<file path="config.mk">
export PLATFORM = sky130hd
export DESIGN_NAME = uart_boot_loader_flat
export DESIGN_NICKNAME = d
export VERILOG_FILES = /design/src/rtl/uart_pkg.sv /design/src/rtl/uart_boot_loader_if.sv /design/src/rtl/hs_master_port.sv /design/src/rtl/uart_boot_loader.sv /design/src/flat_wrapper.sv
export SDC_FILE = /design/constraint.sdc
export NUM_CORES = 1
export LEC_CHECK = 0
export ABC_AREA = 0
export ABC_CLOCK_PERIOD_IN_PS = 5600
export CORE_ASPECT_RATIO = 0.75
export CORE_MARGIN = 4
export CORE_UTILIZATION = 44
export CTS_CLUSTER_DIAMETER = 100
export CTS_CLUSTER_SIZE = 28
export DETAILED_ROUTE_END_ITERATION = 8
export HOLD_SLACK_MARGIN = 0.12
export PLACE_DENSITY = 0.74
export SYNTH_ARGS = -nofsm -noshare
export SYNTH_HDL_FRONTEND = slang
export SYNTH_HIERARCHICAL = 1
export SYNTH_SLANG_ARGS = --single-unit
</file>
<file path="constraint.sdc">
create_clock -name clk_i -period 5.6 [get_ports clk_i]
set_clock_uncertainty 0.15 [all_clocks]
set_input_delay 0.56 -clock clk_i [delete_from_list [all_inputs] [get_ports clk_i]]
set_output_delay 0.56 -clock clk_i [all_outputs]
set_load 0.005 [all_outputs]
</file>
<file path="src/rtl/uart_pkg.sv">
// Shared constants for UART register-bus initiators: register map, status bits,
// reply bytes and the boot loader state encoding.
package uart_pkg;

  localparam logic [4:0] REG_RX   = 5'h00;
  localparam logic [4:0] REG_TX   = 5'h04;
  localparam logic [4:0] REG_STAT = 5'h08;
  localparam logic [4:0] REG_CTRL = 5'h0C;
  localparam logic [4:0] REG_DIVL = 5'h10;
  localparam logic [4:0] REG_DIVH = 5'h14;

  localparam int STAT_RX_NE    = 0;
  localparam int STAT_TX_FULL  = 3;
  localparam int STAT_OVERRUN  = 5;
  localparam int STAT_FRAME    = 6;

  localparam logic [7:0] ACK_BYTE = 8'h4B;
  localparam logic [7:0] NAK_BYTE = 8'h45;

  typedef enum logic [3:0] {
    ST_IDLE,
    ST_CFG_LO,
    ST_CFG_HI,
    ST_POLL,
    ST_READ,
    ST_SETTLE,
    ST_MEM_WR,
    ST_ACK_POLL,
    ST_ACK_WR,
    ST_ERROR,
    ST_DONE,
    ST_FAIL
  } state_t;

  // Line errors reported by the status register; reading it clears them.
  function automatic logic rx_fault(input logic [7:0] stat);
    return stat[STAT_FRAME] | stat[STAT_OVERRUN];
  endfunction

endpackage

</file>
<file path="src/rtl/uart_boot_loader_if.sv">
// Bus bundle of the boot loader: UART register handshake plus memory write port.
interface uart_boot_loader_if #(
  parameter int ADDR_WIDTH = 32
);

  logic                  hs_read_o;
  logic                  hs_write_o;
  logic [4:0]            hs_addr_o;
  logic [7:0]            hs_data_o;
  logic                  hs_ready_i;
  logic [7:0]            hs_data_i;

  logic                  mem_write_o;
  logic [ADDR_WIDTH-1:0] mem_addr_o;
  logic [31:0]           mem_data_o;
  logic                  mem_ready_i;

  modport master (
    output hs_read_o, hs_write_o, hs_addr_o, hs_data_o,
    input  hs_ready_i, hs_data_i,
    output mem_write_o, mem_addr_o, mem_data_o,
    input  mem_ready_i
  );

  modport slave (
    input  hs_read_o, hs_write_o, hs_addr_o, hs_data_o,
    output hs_ready_i, hs_data_i,
    input  mem_write_o, mem_addr_o, mem_data_o,
    output mem_ready_i
  );

endinterface

</file>
<file path="src/rtl/hs_master_port.sv">
// Single-outstanding handshake request holder: latches one read/write request,
// holds it until ready, then emits a one-cycle done pulse with captured read data.
module hs_master_port (
  input  logic       clk_i,
  input  logic       rst_i,
  input  logic       issue_i,
  input  logic       we_i,
  input  logic [4:0] addr_i,
  input  logic [7:0] wdata_i,
  output logic       done_o,
  output logic [7:0] rdata_o,
  output logic       hs_read_o,
  output logic       hs_write_o,
  output logic [4:0] hs_addr_o,
  output logic [7:0] hs_data_o,
  input  logic       hs_ready_i,
  input  logic [7:0] hs_data_i
);

  logic active;

  assign active = hs_read_o | hs_write_o;

  always_ff @(posedge clk_i or posedge rst_i) begin
    if (rst_i) begin
      hs_read_o  <= 1'b0;
      hs_write_o <= 1'b0;
      hs_addr_o  <= '0;
      hs_data_o  <= '0;
      done_o     <= 1'b0;
      rdata_o    <= '0;
    end else begin
      done_o <= 1'b0;
      if (active && hs_ready_i) begin
        hs_read_o  <= 1'b0;
        hs_write_o <= 1'b0;
        done_o     <= 1'b1;
        if (hs_read_o) rdata_o <= hs_data_i;
      end else if (issue_i && !active) begin
        // New requests are only taken while idle, so at most one is ever open.
        hs_read_o  <= ~we_i;
        hs_write_o <= we_i;
        hs_addr_o  <= addr_i;
        hs_data_o  <= we_i ? wdata_i : 8'h00;
      end
    end
  end

endmodule

</file>
<file path="src/rtl/uart_boot_loader.sv">
// Boot loader: configures the UART, receives a length-prefixed image, writes it
// as little-endian words to memory and answers with 'K' or 'E'.
module uart_boot_loader
  import uart_pkg::*;
#(
  parameter logic [15:0]           CLK_DIV    = 16'd868,
  parameter int                    ADDR_WIDTH = 32,
  parameter logic [ADDR_WIDTH-1:0] BASE_ADDR  = '0,
  parameter logic [31:0]           MAX_BYTES  = 32'd65536
) (
  input  logic clk_i,
  input  logic rst_i,
  input  logic start_i,
  output logic busy_o,
  output logic done_o,
  output logic error_o,
  uart_boot_loader_if.master bus
);

  state_t                state;
  logic                  issued;
  logic                  issue_q;
  logic                  settle_q;
  logic                  is_err;
  logic [31:0]           byte_cnt;
  logic [31:0]           len_q;
  logic [31:0]           word_q;
  logic [ADDR_WIDTH-3:0] word_idx;
  logic                  mem_write_q;
  logic [ADDR_WIDTH-1:0] mem_addr_q;
  logic [31:0]           mem_data_q;

  logic                  hs_state;
  logic                  req_we;
  logic [4:0]            req_addr;
  logic [7:0]            req_wdata;
  logic                  port_done;
  logic [7:0]            port_rdata;
  logic                  hs_read, hs_write;
  logic [4:0]            hs_addr;
  logic [7:0]            hs_wdata;
  logic [4:0]            byte_sel;
  logic                  payload_done;

  assign byte_sel     = {byte_cnt[1:0], 3'b000};
  assign payload_done = (byte_cnt - 32'd4) == len_q;

  // Request contents follow the state; they are only sampled at issue time.
  always_comb begin
    hs_state  = 1'b1;
    req_we    = 1'b0;
    req_addr  = REG_STAT;
    req_wdata = 8'h00;
    case (state)
      ST_CFG_LO: begin
        req_we    = 1'b1;
        req_addr  = REG_DIVL;
        req_wdata = CLK_DIV[7:0];
      end
      ST_CFG_HI: begin
        req_we    = 1'b1;
        req_addr  = REG_DIVH;
        req_wdata = CLK_DIV[15:8];
      end
      ST_POLL, ST_ACK_POLL: ;
      ST_READ:   req_addr = REG_RX;
      ST_ACK_WR: begin
        req_we    = 1'b1;
        req_addr  = REG_TX;
        req_wdata = is_err ? NAK_BYTE : ACK_BYTE;
      end
      default:   hs_state = 1'b0;
    endcase
  end

  hs_master_port u_port (
    .clk_i      (clk_i),
    .rst_i      (rst_i),
    .issue_i    (issue_q),
    .we_i       (req_we),
    .addr_i     (req_addr),
    .wdata_i    (req_wdata),
    .done_o     (port_done),
    .rdata_o    (port_rdata),
    .hs_read_o  (hs_read),
    .hs_write_o (hs_write),
    .hs_addr_o  (hs_addr),
    .hs_data_o  (hs_wdata),
    .hs_ready_i (bus.hs_ready_i),
    .hs_data_i  (bus.hs_data_i)
  );

  assign bus.hs_read_o   = hs_read;
  assign bus.hs_write_o  = hs_write;
  assign bus.hs_addr_o   = hs_addr;
  assign bus.hs_data_o   = hs_wdata;
  assign bus.mem_write_o = mem_write_q;
  assign bus.mem_addr_o  = mem_addr_q;
  assign bus.mem_data_o  = mem_data_q;

  always_ff @(posedge clk_i or posedge rst_i) begin
    if (rst_i) begin
      state       <= ST_IDLE;
      busy_o      <= 1'b0;
      done_o      <= 1'b0;
      error_o     <= 1'b0;
      issued      <= 1'b0;
      issue_q     <= 1'b0;
      settle_q    <= 1'b0;
      is_err      <= 1'b0;
      byte_cnt    <= '0;
      len_q       <= '0;
      word_q      <= '0;
      word_idx    <= '0;
      mem_write_q <= 1'b0;
      mem_addr_q  <= '0;
      mem_data_q  <= '0;
    end else begin
      issue_q <= 1'b0;
      if (hs_state && !issued) begin
        issue_q <= 1'b1;
        issued  <= 1'b1;
      end

      case (state)
        ST_IDLE, ST_DONE, ST_FAIL: begin
          if (start_i) begin
            busy_o   <= 1'b1;
            done_o   <= 1'b0;
            error_o  <= 1'b0;
            is_err   <= 1'b0;
            byte_cnt <= '0;
            len_q    <= '0;
            word_q   <= '0;
            word_idx <= '0;
            state    <= ST_CFG_LO;
          end
        end

        ST_CFG_LO: if (port_done) begin
          issued <= 1'b0;
          state  <= ST_CFG_HI;
        end

        ST_CFG_HI: if (port_done) begin
          issued <= 1'b0;
          state  <= ST_POLL;
        end

        ST_POLL: if (port_done) begin
          issued <= 1'b0;
          if (rx_fault(port_rdata))          state <= ST_ERROR;
          else if (port_rdata[STAT_RX_NE])   state <= ST_READ;
        end

        // Header bytes fill the length; payload bytes land in lane byte_cnt%4.
        ST_READ: if (port_done) begin
          issued   <= 1'b0;
          byte_cnt <= byte_cnt + 32'd1;
          if (byte_cnt < 32'd4) len_q[byte_sel +: 8]  <= port_rdata;
          else                  word_q[byte_sel +: 8] <= port_rdata;
          settle_q <= 1'b0;
          state    <= ST_SETTLE;
        end

        ST_SETTLE: begin
          if (!settle_q) begin
            settle_q <= 1'b1;
          end else if (byte_cnt == 32'd4) begin
            if (len_q > MAX_BYTES)  state <= ST_ERROR;
            else if (len_q == '0)   state <= ST_ACK_POLL;
            else                    state <= ST_POLL;
          end else if (byte_cnt > 32'd4 && (byte_cnt[1:0] == 2'b00 || payload_done)) begin
            mem_write_q <= 1'b1;
            mem_addr_q  <= BASE_ADDR + {word_idx, 2'b00};
            mem_data_q  <= word_q;
            state       <= ST_MEM_WR;
          end else begin
            state <= ST_POLL;
          end
        end

        ST_MEM_WR: if (bus.mem_ready_i) begin
          mem_write_q <= 1'b0;
          word_idx    <= word_idx + (ADDR_WIDTH-2)'(1);
          word_q      <= '0;
          state       <= payload_done ? ST_ACK_POLL : ST_POLL;
        end

        ST_ACK_POLL: if (port_done) begin
          issued <= 1'b0;
          if (!port_rdata[STAT_TX_FULL]) state <= ST_ACK_WR;
        end

        ST_ACK_WR: if (port_done) begin
          issued <= 1'b0;
          busy_o <= 1'b0;
          if (is_err) begin
            state <= ST_FAIL;
          end else begin
            done_o <= 1'b1;
            state  <= ST_DONE;
          end
        end

        ST_ERROR: begin
          error_o <= 1'b1;
          is_err  <= 1'b1;
          state   <= ST_ACK_POLL;
        end

        default: state <= ST_IDLE;
      endcase
    end
  end

endmodule
</file>
<file path="src/flat_wrapper.sv">
// flat-port wrapper written by rule: the top's interface ports become plain ports
module uart_boot_loader_flat import uart_pkg::*;
#(
  parameter logic [15:0]           CLK_DIV    = 16'd868,
  parameter int                    ADDR_WIDTH = 32,
  parameter logic [ADDR_WIDTH-1:0] BASE_ADDR  = '0,
  parameter logic [31:0]           MAX_BYTES  = 32'd65536
)
  (clk_i, rst_i, start_i, busy_o, done_o, error_o, bus_hs_read_o, bus_hs_write_o, bus_hs_addr_o, bus_hs_data_o, bus_hs_ready_i, bus_hs_data_i, bus_mem_write_o, bus_mem_addr_o, bus_mem_data_o, bus_mem_ready_i);
  uart_boot_loader_if #(.ADDR_WIDTH(ADDR_WIDTH)) bus_i ();
  input  logic clk_i;
  input  logic rst_i;
  input  logic start_i;
  output logic busy_o;
  output logic done_o;
  output logic error_o;
  output wire logic [$bits(bus_i.hs_read_o)-1:0] bus_hs_read_o;
  output wire logic [$bits(bus_i.hs_write_o)-1:0] bus_hs_write_o;
  output wire logic [$bits(bus_i.hs_addr_o)-1:0] bus_hs_addr_o;
  output wire logic [$bits(bus_i.hs_data_o)-1:0] bus_hs_data_o;
  input wire logic [$bits(bus_i.hs_ready_i)-1:0] bus_hs_ready_i;
  input wire logic [$bits(bus_i.hs_data_i)-1:0] bus_hs_data_i;
  output wire logic [$bits(bus_i.mem_write_o)-1:0] bus_mem_write_o;
  output wire logic [$bits(bus_i.mem_addr_o)-1:0] bus_mem_addr_o;
  output wire logic [$bits(bus_i.mem_data_o)-1:0] bus_mem_data_o;
  input wire logic [$bits(bus_i.mem_ready_i)-1:0] bus_mem_ready_i;
  assign bus_hs_read_o = bus_i.hs_read_o;
  assign bus_hs_write_o = bus_i.hs_write_o;
  assign bus_hs_addr_o = bus_i.hs_addr_o;
  assign bus_hs_data_o = bus_i.hs_data_o;
  assign bus_i.hs_ready_i = bus_hs_ready_i;
  assign bus_i.hs_data_i = bus_hs_data_i;
  assign bus_mem_write_o = bus_i.mem_write_o;
  assign bus_mem_addr_o = bus_i.mem_addr_o;
  assign bus_mem_data_o = bus_i.mem_data_o;
  assign bus_i.mem_ready_i = bus_mem_ready_i;
  uart_boot_loader #(.CLK_DIV(CLK_DIV), .ADDR_WIDTH(ADDR_WIDTH), .BASE_ADDR(BASE_ADDR), .MAX_BYTES(MAX_BYTES)) u_core (.clk_i(clk_i), .rst_i(rst_i), .start_i(start_i), .busy_o(busy_o), .done_o(done_o), .error_o(error_o), .bus(bus_i));
endmodule
</file>
==> reports/results.ini, run 1 <==
[die]
die_h_um=151.9
die_area_mm2=0.03037
rows=52
coreArea_mm2=0.02707
ios=96
die_w_um=199.9
initial_core_util_pct=44.91

[grt]
use_met2_pct=28.67
grt_max_degree=168
busiest_layer=met1
grt_antenna_before_repair=0
grt_use_met1_pct=32.28
grt_usage_pct=19.86
overflow=0
grt_pass1_wl_um=49590
grt_pass1_vias=8721
use_met3_pct=2.944

[logic_synthesis]
ys.flop_type=dfrtp_1
yosysTopAreaCellShare_pct=45.91
ys.warnings.count=6
ys_seq_elements=223
netlist_instances=1189
yosysUniqueCellTypes=71
yosysTopAreaCell=dfrtp_1
synth_edf_count=0
synth_area_leaders=dfrtp_1 46%, o32ai_2 7.8%, mux2_2 4.9%, xnor2_1 4.1%, nand2_1 4.1%
synthArstFlopShare_pct=100.0
syn_area_mm2=0.01215
synth.avg_cell_area_um2=10.22
ys_seq_area_share_pct=45.91

[drt]
drtIter0Drc=833
routed_wirelength_um=30700
num_vias=9183
antenna_left=0
dr.pass1.iters=5
post_drt_via_cell_ratio=5.786
wl_per_cell_um=19.34
drc_errors=0

[timing]
clock.fmax_ghz=0.2399
relSlewSlack_pct=20.93
finalHoldWorstSlack_ns=0.2860
finalSetupTns_ns=0
slew_violations=0
rsz0062_at_grt=false
setup_viol=0
hold_viol=0
finalCritPeriodShare_pct=74.43
worst_pin_slew_ns=1.186
period_needed_ns=4.168

[final_layout]
nets=1258
area_growth_syn_to_layout_pct=11.44
final_cells=1587
fin_area_mm2=0.01354
fill_cells=2451
drive_above_1_share_pct=13.27
antenna_cells=0

[hold_path]
min_path_type=register to register

[setup_path]
cp-startpoint=u_core/byte_cnt[22]$_DFFE_PP0P_
cp-end-kind=register
worstPathMaxFanout=41
crit_type=register to register
cp.arrival_ns=4.31
reg2reg_slack_ns=1.43
crit-reg2reg-launch=u_core/byte_cnt[22]$_DFFE_PP0P_
required_ns=5.74
cp-start-kind=register

[clock_network]
clockBufferDepth=3
post_cts_buffers=0
clk_pin_slew_ns=0.12
cts_num_sinks=223
holdBufCountCts=0
cts.repair.resized=0
numCtsBuffers=11
clk_latency_ns=0.48
cts_tree=yes
clock_tree.root_cell=clkbuf_16
htreeDepth=1

[placed_design]
placed_cell_area_mm2=0.01327
gp_congestion=0.9128
hpwl_um=21680
port_buffers=93
dp.cells=1575

[pwr]
vdd_drop_max_uv=192.6
powerDensity_mw_per_mm2=354.2
leakagePower_nw=5.781
fin_total_pwr_w=0.004798

[run_status]
status=complete, no violations

[job]
maxCapViolCount=0

[path summary, 6_finish.rpt]
path,end,depth (start not counted)
setup reg to reg,u_core/bus.mem_data_o[23]$_DFFE_PP0P_,7
hold reg to reg,u_core/issue_q$_DFF_PP0_,1
min in group asynchronous,u_core/issue_q$_DFF_PP0_,2
hold / removal,u_core/issue_q$_DFF_PP0_,1
max in group asynchronous,u_core/byte_cnt[29]$_DFFE_PP0P_,3
setup / recovery,u_core/bus.mem_data_o[23]$_DFFE_PP0P_,7
[cell usage in the layout (no fill, tap or decap), drive strengths merged, types with 6 or more instances in the layout]
master and count:
and4 6, or4 10, clkdlybuf4s50 93, inv 90
nor4 28, nor2b 7, xor2 27, ha 8
nor3 33, buf 8, dfrtp 223, or3 13
nand2 133, nand4 24, o21a 6, and3 10
a21oi 19, a31oi 10, nand3 36, mux2i 22
nor2 88, or2 6, conb 6, o32ai 62
o21ai 36, xnor2 57, mux2 62, clkbuf 12
nand2b 7, and2 31
[report_power, final]
group	total (W)	leakage (nW)	internal, W	switching [W]
sequential	0.00221	3.05	0.00187	0.000343
clock	0.000860	0.137	0.000360	0.000500
combinational	0.00173	2.59	0.000761	0.000965
[registers in the layout, summed over array words and instances, names as in the netlist, named ones only]
name and count:
u_core/bus.mem_write_o 1, u_core/busy_o 1, u_core/u_port/rdata_o 8, u_core/len_q 32, u_core/bus.mem_data_o 32, u_core/done_o 1, u_core/issue_q 1, u_core/u_port/hs_read_o 1
u_core/word_q 32, u_core/u_port/hs_write_o 1, u_core/u_port/hs_data_o 8, u_core/byte_cnt 32, u_core/u_port/done_o 1, u_core/state 4, u_core/u_port/hs_addr_o 5, u_core/settle_q 1
u_core/bus.mem_addr_o 30, u_core/is_err 1, u_core/word_idx 30
[routing by layer]
layer	vias up	wire, um
li1	4260	-
met1	4581	15220
met2	309	13020
met3	33	2089
met4	0	373
met5	-	0
[synth_stat cells (13+ instances only)]
master      n
dfrtp_1   223
nand2_1   132
inv_1      91
nor2_1     88
o32ai_2    58
xnor2_1    57
mux2_2     53
clkbuf_1   36
nand3_1    36
nor3_1     33
o21ai_0    32
and2_1     31
xor2_1     27
nand4_1    24
mux2i_1    22
nor4_1     22
a21oi_1    19
buf_2      14
or3_1      13
[worst max-delay path, stage by stage (launching register included)]
cell and delay (ns):
dfrtp_1 0.50, or4_4 0.57, or4_1 0.51, nor4_2 0.61, a21oi_1 0.33, nand2_4 0.45
buf_4 0.63, o32ai_1 0.18
[stage by stage]
| step | worst slack, ns | utilization [%] |
|---|---|---|
| floorplan | 2.316 | - |
| global placement | 1.554 | 49.01 |
| detailed placement | 1.500 | 49.01 |
| CTS | 1.508 | 50.04 |
| global route | 1.195 | 50.04 |
| finish | 1.432 | 50.04 |
[area by class of cell]
| cell class | count | area (um2) | share of cell area [%] |
|---|---|---|---|
| clock buffer | 12 | 279.0 | 2.060 |
| inverter | 91 | 345.3 | 2.550 |
| multi-input combinational | 809 | 5897 | 43.54 |
| sequential | 223 | 5580 | 41.20 |
| tap | 351 | 439.2 | 3.243 |
| timing repair buffer | 101 | 1003 | 7.409 |
[kinds of logic (layout without fill, tap and decap cells)]
group / after synthesis / after routing / synth area share, %
other: 1 / 6 / 0.03085
multiplexers: 84 / 84 / 7.618
XOR/XNOR: 84 / 84 / 6.053
AO/OA/AOI/OAI: 174 / 174 / 14.14
flip-flops: 223 / 223 / 45.91
adder cells (fa/ha/maj): 8 / 8 / 0.8236
buffers and inverters: 162 / 204 / 5.930
AND/OR/NAND/NOR: 453 / 453 / 19.49
Note: power is estimated with default switching activity, not from simulation.
==> run 2: changes to the inputs <==
ABC_CLOCK_PERIOD_IN_PS = 3500   (was 5600)
clock period = 3.5 ns   (was 5.6 ns; I/O delays follow)
==> run 2 against run 1 <==
First-iteration DRC count up 17%. Power increased by 65%. Cell area up 4.6%. Flip-flop and latch count unchanged. Combinational power is 76% higher. Clock power rose by 62%. Non-clock buffer count rose by 63. Clock-buffer cell count stayed put. Global-route usage rose by 1.3 points.
==> reports/results.ini, run 2 (same netlist as run 1, synthesis figures left out) <==
[job]
maxCapViolCount=0

[timing]
clock.fmax_ghz=0.2981
worst_pin_slew_ns=1.077
hold_viol=0
setup_viol=0
finalHoldWorstSlack_ns=0.2992
slew_violations=0
period_needed_ns=3.354
finalCritPeriodShare_pct=95.83
relSlewSlack_pct=28.09

[placed_design]
hpwl_um=23830
port_buffers=93
dp.cells=1638
gp_congestion=0.9815

[pwr]
leakagePower_nw=6.144
vdd_drop_max_uv=404.7
fin_total_pwr_w=0.007905
powerDensity_mw_per_mm2=558.2

[setup_path]
crit_chain=buf_4 > or3_1 > or4_1 > nand4_1 > o21ai_0 > nor4_1 > buf_4 > a41oi_4 > buf_12 > o32ai_1
crit_top_cell=buf_4
required_ns=3.73
cp-start-kind=register
slowest_stage=or4_1
cp.arrival_ns=3.58
cp-end-kind=register
worstPathMaxFanout=64
critical-path-max-stage-delay_ns=0.52
crit_type=register to register
r2r_cells=10

[clock_network]
cts_tree=yes
post_cts_buffers=0
cts_num_sinks=223
clk_latency_ns=0.49
clk_pin_slew_ns=0.11
clockBufferDepth=3
clock_tree.root_cell=clkbuf_16
numCtsBuffers=11
htreeDepth=1

[drt]
post_drt_via_cell_ratio=5.720
num_vias=9438
antenna_left=0
wl_per_cell_um=19.65
dr.pass1.iters=6
drc_errors=0
drtIter0Drc=971
routed_wirelength_um=32420

[grt]
grt_pass1_vias=9146
grt_usage_pct=21.18
overflow=0
grt_antenna_before_repair=1
grt_pass1_wl_um=52360
grt_max_degree=65

[hold_path]
hold_depth=1
min_path_type=register to register

[final_layout]
final_common_cell=dfrtp_1
area_growth_syn_to_layout_pct=16.51
drive_above_1_share_pct=18.01
mostFrequentLayoutCells=221 x dfrtp_1, 131 x nand2_1, 93 x clkdlybuf4s50_1
final_cells=1650
fill_cells=2420
multi_input_area_mm2=0.005926
area.sequential_mm2=0.005583
nets=1321
antenna_cells=0

[die]
die_w_um=199.9
die_area_mm2=0.03037
coreArea_mm2=0.02707
die_h_um=151.9
rows=52
ios=96
initial_core_util_pct=44.91

[run_status]
status=complete, no violations

-- run 2: cell types whose count changed in the layout (fill, tap and decap cells not counted), sizes merged --
cell,delta
buf,+63
-- run 2: what timing repair did --
action,4_1_cts,5_1_grt
hold buffers,0,0
endpoints found under the setup margin,0,62
resized for setup,0,7
-- run 2: report_power, final --
part | switching (W) | internal (W) | total [W]
sequential | 0.000485 | 0.00299 | 0.00348
clock | 0.000810 | 0.000576 | 0.00139
combinational | 0.00168 | 0.00136 | 0.00304
-- run 2: through the flow --
stage                     setup WS [ns]  util (%)  area (um2)    TNS, ns
after floorplan                  0.3527         -       12180          0
after global placement           0.1505     51.17       13850          0
after detailed placement         0.1374     51.17       13850          0
after CTS                        0.1215     52.21       14130          0
after global routing          -0.008951     52.32       14160  -0.008951
final                            0.1458     52.32       14160          0
-- run 2: final timing paths --
kind | start | end | slack, ns
setup reg to reg | u_core/byte_cnt[4]$_DFFE_PP0P_ | u_core/bus.mem_data_o[23]$_DFFE_PP0P_ | 0.15
max in group asynchronous | rst_i | u_core/byte_cnt[30]$_DFFE_PP0P_ | 2.09
setup / recovery | u_core/byte_cnt[4]$_DFFE_PP0P_ | u_core/bus.mem_data_o[23]$_DFFE_PP0P_ | 0.15
hold / removal | register | u_core/issue_q$_DFF_PP0_ | 0.30
min in group asynchronous | rst_i | u_core/len_q[0]$_DFFE_PP0P_ | 0.34
hold reg to reg | register | u_core/issue_q$_DFF_PP0_ | 0.30
-- run 2: area by class of cell --
type | instances | area share (%)
tap | 351 | 3.101
clock buffer | 12 | 1.970
timing repair buffer | 164 | 11.22
sequential | 223 | 39.42
inverter | 91 | 2.439
multi-input combinational | 809 | 41.84
-- run 2: routing by layer --
metal | vias to the layer above | wire [um] | global-route usage, %
li1 | 4379 | - | -
met1 | 4660 | 15310 | 33.57
met2 | 351 | 13770 | 30.10
met3 | 48 | 2726 | 4.804
met4 | 0 | 606 | 3.330
met5 | - | 0 | 0
-- run 2: worst max-delay path: cells and delay by family (launching register included) --
family                 cells  cell delay [ns]
and+or+nand+nor            4             1.44
buffers and inverters      3             0.61
AOI/OAI and AO/OA          3             0.52
DFF                        1             0.42
==> run 3: changes to the inputs <==
ABC_CLOCK_PERIOD_IN_PS = 4000   (was 3500)
MAX_ROUTING_LAYER = met4   (was not set)
PLACE_DENSITY = 0.72   (was 0.74)
clock period = 4 ns   (was 3.5 ns; I/O delays follow)
==> run 3 against run 2 <==
Core utilization down 1.4 points. Sequential power decreased by 11%. Combinational power decreased by 17%. Die area stayed put. Maximum frequency shrank 9.9%. Clock power fell by 14%. Wire length decreased by 5.7%. Global-route usage shrank 0.62 points. Sequential share of layout area is 1.1 points higher. Clock-buffer cell count did not move. Flip-flop and latch count stayed put.
==> reports/results.ini, run 3 (same netlist as run 1, synthesis figures left out) <==
[run_status]
status=complete, no violations

[final_layout]
antenna_cells=0
nets=1273
final_common_cell=dfrtp_1
fill_cells=2362
area_growth_syn_to_layout_pct=13.29
final_cells=1602
mostFrequentLayoutCells=223 x dfrtp_1, 131 x nand2_1, 93 x clkdlybuf4s50_1
area.sequential_mm2=0.005580
multi_input_area_mm2=0.005897
drive_above_1_share_pct=14.31

[drt]
wl_per_cell_um=19.08
routed_wirelength_um=30560
num_vias=9250
dr.pass1.iters=7
post_drt_via_cell_ratio=5.774
drtIter0Drc=850
drc_errors=0
antenna_left=0

[clock_network]
clk_latency_ns=0.47
clockBufferDepth=3
htreeDepth=1
holdBufCountCts=0
cts.repair.resized=0
clk_pin_slew_ns=0.11
cts_num_sinks=223
clock_tree.root_cell=clkbuf_16
cts_tree=yes
post_cts_buffers=0
numCtsBuffers=11

[die]
coreArea_mm2=0.02707
initial_core_util_pct=44.91
die_w_um=199.9
ios=96
die_h_um=151.9
rows=52
die_area_mm2=0.03037

[timing]
clock.fmax_ghz=0.2687
finalWorstSetupSlack_ns=0.2786
relSlewSlack_pct=32.70
worst_pin_slew_ns=1.008
rsz0062_at_grt=false
setup_viol=0
period_needed_ns=3.721
finalHoldWorstSlack_ns=0.2995
slew_violations=0
hold_viol=0
finalSetupTns_ns=0
finalCritPeriodShare_pct=93.03

[pwr]
powerDensity_mw_per_mm2=494.9
vdd_drop_max_uv=303.1
combPwrFrac_pct=37.1
p_sw_w=0.002548
intPower_w=0.004266
pwr-share-clk_pct=17.6
fin_total_pwr_w=0.006814
leakagePower_nw=5.892
p_sw_share_pct=37.39
sequentialPowerShare_pct=45.2

[setup_path]
cp-start-kind=register
r2r_cells=9
crit_buf_inv=2
reg2reg_slack_ns=0.28
cp-end-kind=register
crit_type=register to register
r2r_end=u_core/bus.mem_data_o[20]$_DFFE_PP0P_
critPathTopFamily=simple AND/OR/NAND/NOR gates
slowest_stage=ha_1
crit_chain=inv_1 > ha_1 > nand4_1 > or3_1 > and2_1 > nor4_1 > a41oi_4 > buf_12 > o32ai_1
worstPathMaxFanout=22
critical-path-max-stage-delay_ns=0.47
crit-reg2reg-launch=u_core/byte_cnt[3]$_DFFE_PP0P_
required_ns=4.21
cp.arrival_ns=3.93

[grt]
grt_antenna_before_repair=0
overflow=0
grt_max_degree=65
grt_pass1_vias=8852
grt_pass1_wl_um=49800
grt_usage_pct=20.55

[hold_path]
holdPathEnd=u_core/issue_q$_DFF_PP0_
min_path_type=register to register
hold_depth=1

[placed_design]
hpwl_um=22340
place_ws_ns=0.3695
port_buffers=93
dp.cells=1590
gp_congestion=0.9447

[job]
maxCapViolCount=0

[run 3: cell count changes in the layout (fill, tap and decap cells not counted), sizes merged]
cell | before | now
buf | 71 | 23
[run 3: power groups by stage]
stage	logic (W)	clock network, W	registers (W)
floorplan	0.00171	0	0.00290
global placement	0.00246	0	0.00312
detailed placement	0.00252	0	0.00312
CTS	0.00252	0.00124	0.00308
global route	0.00275	0.00131	0.00314
finish	0.00253	0.00120	0.00308
[run 3: layer usage]
metal	part of all wire [%]	vias to the layer above	track usage, %
met2	43	334	28.14
met3	7.3	33	3.741
met4	1.5	0	3.265
met5	0	-	-
met1	49	4607	32.31
li1	-	4276	-
[run 3: cell type report]
class / count / share of cell area, %
timing repair buffer: 116 / 8.923
multi-input combinational: 809 / 42.83
sequential: 223 / 40.53
clock buffer: 12 / 2.026
tap: 351 / 3.189
inverter: 91 / 2.508
[run 3: worst register-to-register path: cells and delay by family, from the launching register on]
kind / cells / cell delay [ns]
AOI/OAI and AO/OA: 2 / 0.65
buffers and inverters: 2 / 0.44
adders and majority gates: 1 / 0.47
and+or+nand+nor: 4 / 1.44
DFF: 1 / 0.45
[run 3: how the worst max path moves through the flow]
stage                     depth (start not counted)  slack, ns                                    end                           start
after floorplan                                   9       0.85  u_core/bus.mem_addr_o[10]$_DFFE_PP0P_  u_core/byte_cnt[5]$_DFFE_PP0P_
after global placement                            9       0.46        u_core/word_idx[22]$_DFFE_PP0P_                         start_i
after detailed placement                          9       0.37  u_core/bus.mem_data_o[20]$_DFFE_PP0P_  u_core/byte_cnt[3]$_DFFE_PP0P_
after CTS                                         9       0.31  u_core/bus.mem_data_o[20]$_DFFE_PP0P_  u_core/byte_cnt[3]$_DFFE_PP0P_
after global routing                              9       0.10  u_core/bus.mem_data_o[20]$_DFFE_PP0P_  u_core/byte_cnt[3]$_DFFE_PP0P_
final                                             9       0.28  u_core/bus.mem_data_o[20]$_DFFE_PP0P_  u_core/byte_cnt[3]$_DFFE_PP0P_
[run 3: metrics by stage]
stage | utilization (%) | instance area [um2]
2_1_floorplan | - | 12180
3_3_place_gp | 49.84 | 13490
3_5_place_dp | 49.84 | 13490
4_1_cts | 50.87 | 13770
5_1_grt | 50.87 | 13770
6_report | 50.87 | 13770
